### src/rtl/ysyx_24100029_axi_pkg.sv
// Shared types and AXI encodings for the IFU/LSU to SoC AXI4 arbiter.
package ysyx_24100029_axi_pkg;

    typedef enum logic [1:0] {
        IDLE = 2'd0,
        RD0  = 2'd1,
        RD1  = 2'd2,
        WR1  = 2'd3
    } arb_state_e;

    localparam logic [1:0] BURST_FIXED = 2'b00;
    localparam logic [1:0] BURST_INCR  = 2'b01;
    localparam logic [1:0] BURST_WRAP  = 2'b10;

    localparam logic [1:0] RESP_OKAY   = 2'b00;
    localparam logic [1:0] RESP_EXOKAY = 2'b01;
    localparam logic [1:0] RESP_SLVERR = 2'b10;
    localparam logic [1:0] RESP_DECERR = 2'b11;

    localparam int DEFAULT_ID_W = 4;

endpackage

### src/rtl/ysyx_24100029_arb_grant.sv
// Picks which master gets the next read grant. With YSYX_24100029_ARB_RR_EN defined a
// 1-bit round-robin pointer is used; otherwise master 1 has fixed priority.
module ysyx_24100029_arb_grant
    import ysyx_24100029_axi_pkg::*;
(
    input  logic clock,
    input  logic reset,
    input  logic req0,
    input  logic req1,
    input  logic rd_done,
    input  logic rd_done_m1,
    output logic gnt_m1
);

`ifdef YSYX_24100029_ARB_RR_EN
    // Pointer names the master preferred when both request; starts at master 1.
    logic ptr_q, ptr_d;

    // NOTE: every always_comb output gets a default first so no latch is inferred.
    always_comb begin
        ptr_d = ptr_q;
        if (rd_done) ptr_d = ~rd_done_m1;
    end

    // NOTE: sequential state uses <= so all flops update from pre-edge values.
    always_ff @(posedge clock) begin
        if (reset) ptr_q <= 1'b1;
        else       ptr_q <= ptr_d;
    end

    always_comb begin
        gnt_m1 = ptr_q;
        if (req1 && !req0)      gnt_m1 = 1'b1;
        else if (req0 && !req1) gnt_m1 = 1'b0;
    end
`else
    assign gnt_m1 = req1;

    logic unused_rr;
    assign unused_rr = &{1'b0, clock, reset, req0, rd_done, rd_done_m1};
`endif

endmodule

### src/rtl/ysyx_24100029_axi_arbiter.sv
// Two-master (IFU read-only, LSU read/write) to one-slave AXI4 arbiter, one transaction
// in flight. Read arbitration mode is selected by YSYX_24100029_ARB_RR_EN (see arb_grant).
module ysyx_24100029_axi_arbiter
    import ysyx_24100029_axi_pkg::*;
#(
    parameter int ADDR_W = 32,
    parameter int DATA_W = 32,
    parameter int ID_W   = DEFAULT_ID_W
) (
    input  logic                clock,
    input  logic                reset,
    // IFU read
    input  logic                m0_arvalid,
    output logic                m0_arready,
    input  logic [ADDR_W-1:0]   m0_araddr,
    input  logic [ID_W-1:0]     m0_arid,
    input  logic [7:0]          m0_arlen,
    input  logic [2:0]          m0_arsize,
    input  logic [1:0]          m0_arburst,
    output logic                m0_rvalid,
    input  logic                m0_rready,
    output logic [DATA_W-1:0]   m0_rdata,
    output logic [1:0]          m0_rresp,
    output logic                m0_rlast,
    output logic [ID_W-1:0]     m0_rid,
    // LSU read
    input  logic                m1_arvalid,
    output logic                m1_arready,
    input  logic [ADDR_W-1:0]   m1_araddr,
    input  logic [ID_W-1:0]     m1_arid,
    input  logic [7:0]          m1_arlen,
    input  logic [2:0]          m1_arsize,
    input  logic [1:0]          m1_arburst,
    output logic                m1_rvalid,
    input  logic                m1_rready,
    output logic [DATA_W-1:0]   m1_rdata,
    output logic [1:0]          m1_rresp,
    output logic                m1_rlast,
    output logic [ID_W-1:0]     m1_rid,
    // LSU write
    input  logic                m1_awvalid,
    output logic                m1_awready,
    input  logic [ADDR_W-1:0]   m1_awaddr,
    input  logic [ID_W-1:0]     m1_awid,
    input  logic [7:0]          m1_awlen,
    input  logic [2:0]          m1_awsize,
    input  logic [1:0]          m1_awburst,
    input  logic                m1_wvalid,
    output logic                m1_wready,
    input  logic [DATA_W-1:0]   m1_wdata,
    input  logic [DATA_W/8-1:0] m1_wstrb,
    input  logic                m1_wlast,
    output logic                m1_bvalid,
    input  logic                m1_bready,
    output logic [1:0]          m1_bresp,
    output logic [ID_W-1:0]     m1_bid,
    // Interconnect side
    output logic                s_arvalid,
    input  logic                s_arready,
    output logic [ADDR_W-1:0]   s_araddr,
    output logic [ID_W-1:0]     s_arid,
    output logic [7:0]          s_arlen,
    output logic [2:0]          s_arsize,
    output logic [1:0]          s_arburst,
    input  logic                s_rvalid,
    output logic                s_rready,
    input  logic [DATA_W-1:0]   s_rdata,
    input  logic [1:0]          s_rresp,
    input  logic                s_rlast,
    input  logic [ID_W-1:0]     s_rid,
    output logic                s_awvalid,
    input  logic                s_awready,
    output logic [ADDR_W-1:0]   s_awaddr,
    output logic [ID_W-1:0]     s_awid,
    output logic [7:0]          s_awlen,
    output logic [2:0]          s_awsize,
    output logic [1:0]          s_awburst,
    output logic                s_wvalid,
    input  logic                s_wready,
    output logic [DATA_W-1:0]   s_wdata,
    output logic [DATA_W/8-1:0] s_wstrb,
    output logic                s_wlast,
    input  logic                s_bvalid,
    output logic                s_bready,
    input  logic [1:0]          s_bresp,
    input  logic [ID_W-1:0]     s_bid
);

    arb_state_e state_q, state_d;
    logic ar_done_q, ar_done_d;
    logic aw_done_q, aw_done_d;
    logic w_done_q,  w_done_d;
    logic gnt_m1;

    // All routing decodes from the registered state, never from live requests.
    logic in_rd, in_wr, rd_sel_m1, rd_last, b_hs;
    assign in_rd     = (state_q == RD0) || (state_q == RD1);
    assign in_wr     = (state_q == WR1);
    assign rd_sel_m1 = (state_q == RD1);
    assign rd_last   = in_rd && s_rvalid && s_rready && s_rlast;
    assign b_hs      = in_wr && s_bvalid && s_bready;

    ysyx_24100029_arb_grant u_grant (
        .clock      (clock),
        .reset      (reset),
        .req0       (m0_arvalid),
        .req1       (m1_arvalid),
        .rd_done    (rd_last),
        .rd_done_m1 (rd_sel_m1),
        .gnt_m1     (gnt_m1)
    );

    always_comb begin
        state_d   = state_q;
        ar_done_d = ar_done_q;
        aw_done_d = aw_done_q;
        w_done_d  = w_done_q;
        case (state_q)
            IDLE: begin
                if (m1_awvalid)                   state_d = WR1;
                else if (m0_arvalid || m1_arvalid) state_d = gnt_m1 ? RD1 : RD0;
            end
            RD0, RD1: begin
                if (s_arvalid && s_arready) ar_done_d = 1'b1;
                if (rd_last) begin
                    state_d   = IDLE;
                    ar_done_d = 1'b0;
                end
            end
            WR1: begin
                if (s_awvalid && s_awready)          aw_done_d = 1'b1;
                if (s_wvalid && s_wready && s_wlast) w_done_d  = 1'b1;
                if (b_hs) begin
                    state_d   = IDLE;
                    aw_done_d = 1'b0;
                    w_done_d  = 1'b0;
                end
            end
            default: state_d = IDLE;
        endcase
    end

    always_ff @(posedge clock) begin
        if (reset) begin
            state_q   <= IDLE;
            ar_done_q <= 1'b0;
            aw_done_q <= 1'b0;
            w_done_q  <= 1'b0;
        end else begin
            state_q   <= state_d;
            ar_done_q <= ar_done_d;
            aw_done_q <= aw_done_d;
            w_done_q  <= w_done_d;
        end
    end

    // Read address: one acceptance per grant
    assign s_arvalid  = in_rd && !ar_done_q && (rd_sel_m1 ? m1_arvalid : m0_arvalid);
    assign s_araddr   = rd_sel_m1 ? m1_araddr  : m0_araddr;
    assign s_arid     = rd_sel_m1 ? m1_arid    : m0_arid;
    assign s_arlen    = rd_sel_m1 ? m1_arlen   : m0_arlen;
    assign s_arsize   = rd_sel_m1 ? m1_arsize  : m0_arsize;
    assign s_arburst  = rd_sel_m1 ? m1_arburst : m0_arburst;
    assign m0_arready = (state_q == RD0) && !ar_done_q && s_arready;
    assign m1_arready = (state_q == RD1) && !ar_done_q && s_arready;

    assign s_rready  = in_rd && (rd_sel_m1 ? m1_rready : m0_rready);
    assign m0_rvalid = (state_q == RD0) && s_rvalid;
    assign m1_rvalid = (state_q == RD1) && s_rvalid;
    assign m0_rdata  = s_rdata;
    assign m0_rresp  = s_rresp;
    assign m0_rlast  = s_rlast;
    assign m0_rid    = s_rid;
    assign m1_rdata  = s_rdata;
    assign m1_rresp  = s_rresp;
    assign m1_rlast  = s_rlast;
    assign m1_rid    = s_rid;

    // Write channels are only ever driven while the LSU holds the write grant
    assign s_awvalid  = in_wr && !aw_done_q && m1_awvalid;
    assign s_awaddr   = in_wr ? m1_awaddr  : '0;
    assign s_awid     = in_wr ? m1_awid    : '0;
    assign s_awlen    = in_wr ? m1_awlen   : '0;
    assign s_awsize   = in_wr ? m1_awsize  : '0;
    assign s_awburst  = in_wr ? m1_awburst : '0;
    assign m1_awready = in_wr && !aw_done_q && s_awready;

    assign s_wvalid  = in_wr && !w_done_q && m1_wvalid;
    assign s_wdata   = in_wr ? m1_wdata : '0;
    assign s_wstrb   = in_wr ? m1_wstrb : '0;
    assign s_wlast   = in_wr && m1_wlast;
    assign m1_wready = in_wr && !w_done_q && s_wready;

    assign s_bready  = in_wr && m1_bready;
    assign m1_bvalid = in_wr && s_bvalid;
    assign m1_bresp  = s_bresp;
    assign m1_bid    = s_bid;

endmodule
### config.mk
export PLATFORM = sky130hd
export DESIGN_NAME = ysyx_24100029_axi_arbiter
export DESIGN_NICKNAME = d
export VERILOG_FILES = /design/src/rtl/ysyx_24100029_axi_pkg.sv /design/src/rtl/ysyx_24100029_arb_grant.sv /design/src/rtl/ysyx_24100029_axi_arbiter.sv
export SDC_FILE = /design/constraint.sdc
export NUM_CORES = 1
export LEC_CHECK = 0
export CAP_MARGIN = 15
export CELL_PAD_IN_SITES_DETAIL_PLACEMENT = 0
export CELL_PAD_IN_SITES_GLOBAL_PLACEMENT = 1
export CORE_AREA = 2 2 185 187
export CTS_BUF_LIST = sky130_fd_sc_hd__clkbuf_8 sky130_fd_sc_hd__clkbuf_16
export DETAILED_ROUTE_END_ITERATION = 16
export DIE_AREA = 0 0 187 189
export DONT_BUFFER_PORTS = 1
export MAX_ROUTING_LAYER = met4
export PLACE_DENSITY = 0.35
export SETUP_SLACK_MARGIN = 0.3
export SYNTH_ARGS = -nofsm -noshare
export SYNTH_HDL_FRONTEND = slang
export SYNTH_SLANG_ARGS = --single-unit
### constraint.sdc
create_clock -name clock -period 2.2 [get_ports clock]
set_clock_uncertainty 0.2 [all_clocks]
set_input_delay 0.22 -clock clock [delete_from_list [all_inputs] [get_ports clock]]
set_output_delay 0.22 -clock clock [all_outputs]
set_load 0.05 [all_outputs]
==> out/metrics.yaml <==
die_h_um: 189
status: "finished, final reports clean"
cts_root_buffer: "clkbuf_16"
critPathCaptureType: "output port"
synthTopCellsByArea: "buf_4 29%, and2_1 25%, mux2_2 25%, dfxtp_1 4.5%, ha_1 2.8%"
fp-row-count: 67
antenna_found_initial: 0
cts_tree: "yes"
min_period_ps: 1969
hpwl_mm: 7.659
dieArea_um2: 35340
synth.avg_cell_area_um2: 7.944
synthCells: 278
initial_core_util: 0.06636
yosysWarnings: 0
max-vdd-ir-drop_uv: 355.0
power_density_nw_per_um2: 976.8
fin_tns_setup_ps: 0
fmax_ghz: 0.5079
drt_iter0_drc: 105
die_width_um: 187
gp_congestion: 0.7859
worst-path-max-fanout: 6
yosys.area.top_type: "buf_4"
cts.htree.levels: 1
cp_cell_sequence: "inv_4, ha_4, buf_4, clkbuf_16, mux2_4"
cpPeakStageDelay_ps: 390
finalWirelength_mm: 11.08
arrival_ps: 1550
coreArea_um2: 33280
grt_usage: 0.04959
worstSetupPathType: "register to output port"
synth-seq-cells: 5
grt_max_degree: 48
num_vias: 1764
wl_per_cell_um: 16.18
area_growth_pct: 53.09
yosysSeqAreaShare: 0.04533
ys_types: 26
io_pins: 474
syn_area_um2: 2208
post-route-util: 0.1016
final_layout_size_suffix_gt1_frac: 0.8101
leakage_nw: 1.331
max_cap_viol_count: 0
finalPower_mw: 3.302
cp.required_ps: 1780
drv_slew: 0
finalCritPeriodShare: 0.8949
clk_latency_ps: 230
first_pass_iters: 4
diodes: 0
grt_pass1_wl_mm: 12.67
tightest_slew_ps: 485.6
portBuffers: 0
slew_headroom: 0.6785
cts.sinks: 5
nets: 486
overflow: 0
hold_slack_ps: 16.82
clkTransAtPathRegs_ps: 40
rsz0062_at_grt: "yes"
drtAntennaViolNets: 0
vias_per_cell: 2.575
synth_nets: 526
grt_pass1_vias: 1717
min_path_type: "input pin to register"
numCtsBuffers: 3
critPathLaunchType: "register"
hold_violations: 0
slowest_stage: "mux2_4"
netlist.area_leader.share: 0.2856
finalSetupViolCount: 0
drc: 0
cts_max_path_buffers: 2
cell usage after synthesis, drive strengths merged:
cell,n
o32ai,2
buf,90
and3b,6
ha,5
mux2i,2
nor3b,1
nand3b,1
a311oi,1
o21ba,1
a21oi,1
a21boi,2
a31oi,2
inv,2
a221oi,1
mux2,49
and2,90
nand2,1
a21o,1
nor2,3
clkbuf,10
nor2b,2
dfxtp,5
metrics by stage:
step / worst slack [ps] / cell area [um^2] / cells
global route: 179.3 / 3381 / 685
detailed placement: 309.2 / 2367 / 655
global placement: 329.9 / 2367 / 655
CTS: 209.3 / 3103 / 676
floorplan: 248.6 / 2228 / 278
finish: 231.3 / 3381 / 685
area by class of cell:
class	count	area (um^2)
clock inverters	1	3.754
multi-input cells	171	1800
repair buffers	55	823.3
fillers	3841	29900
well taps	448	560.5
clock buffers	3	75.07
flip-flops and latches	5	107.6
inverters	2	10.01
metal layers:
layer  vias up  global-route usage  share of wire  routed length, um
li1        735                   -              -                  -
met1       863             0.06567           0.44               4922
met3        16             0.01798          0.093               1031
met5         -                   -              0                  0
met2       150             0.06935           0.45               4988
met4         0             0.01557          0.013                140
sequential cells by signal (all words and copies together) (netlist names):
signal and cells:
state_q 2, ar_done_q 1, aw_done_q 1, w_done_q 1
cells by family after synthesis:
kind of cell	share of synthesized area
adder cells (fa/ha/maj)	0.02833
multiplexers	0.2606
AO/OA/AOI/OAI	0.04306
flip-flops	0.04533
AND/OR/NAND/NOR	0.3003
buffers and inverters	0.3224
critical path, delay by kind of cell, from the launching register on:
kind / cells / cell delay (ps)
buf+inv: 3 / 410
flops: 1 / 350
mux: 1 / 390
fa+ha+maj: 1 / 170
path summary, 6_finish.rpt:
path / from / end / slack, ps / depth (start not counted)
max: state_q[0]$_SDFFE_PP0P_ / s_araddr[12] / 230 / 5
max reg2reg: state_q[0]$_SDFFE_PP0P_ / state_q[1]$_SDFFE_PP0P_ / 340 / 7
min reg2reg: aw_done_q$_SDFFE_PP0P_ / aw_done_q$_SDFFE_PP0P_ / 290 / 2
min: reset / state_q[0]$_SDFFE_PP0P_ / 20 / 2
power by group:
group          leakage (nW)  switching [mW]  internal (mW)
logic                  1.25            1.76           1.10
registers            0.0421          0.0279          0.115
clock network        0.0423          0.0684          0.236
layout by cell type (no fill, tap or decap), types with 2 or more instances in the layout:
| cell type | instances |
|---|---|
| and2_2 | 30 |
| dfxtp_4 | 2 |
| a31oi_1 | 2 |
| and2_1 | 15 |
| dfxtp_1 | 3 |
| clkbuf_16 | 10 |
| inv_1 | 2 |
| buf_4 | 12 |
| buf_12 | 6 |
| buf_8 | 2 |
| buf_6 | 14 |
| and3b_2 | 5 |
| buf_16 | 5 |
| mux2_4 | 49 |
| ha_4 | 3 |
| ha_1 | 2 |
| and2_4 | 45 |
| o32ai_1 | 2 |
| nor2_1 | 3 |
| dlygate4sd3_1 | 8 |
repair_timing:
item / in CTS / in global routing
hold buffers: 8 / 0
endpoints found under the hold margin: 5 / 0
pin swaps: 1 / 2
endpoints found under the setup margin: 145 / 75
setup buffers: 4 / 1
resized for setup: 167 / 26
gates cloned: 5 / 8
(Power assumes the default switching activity.)
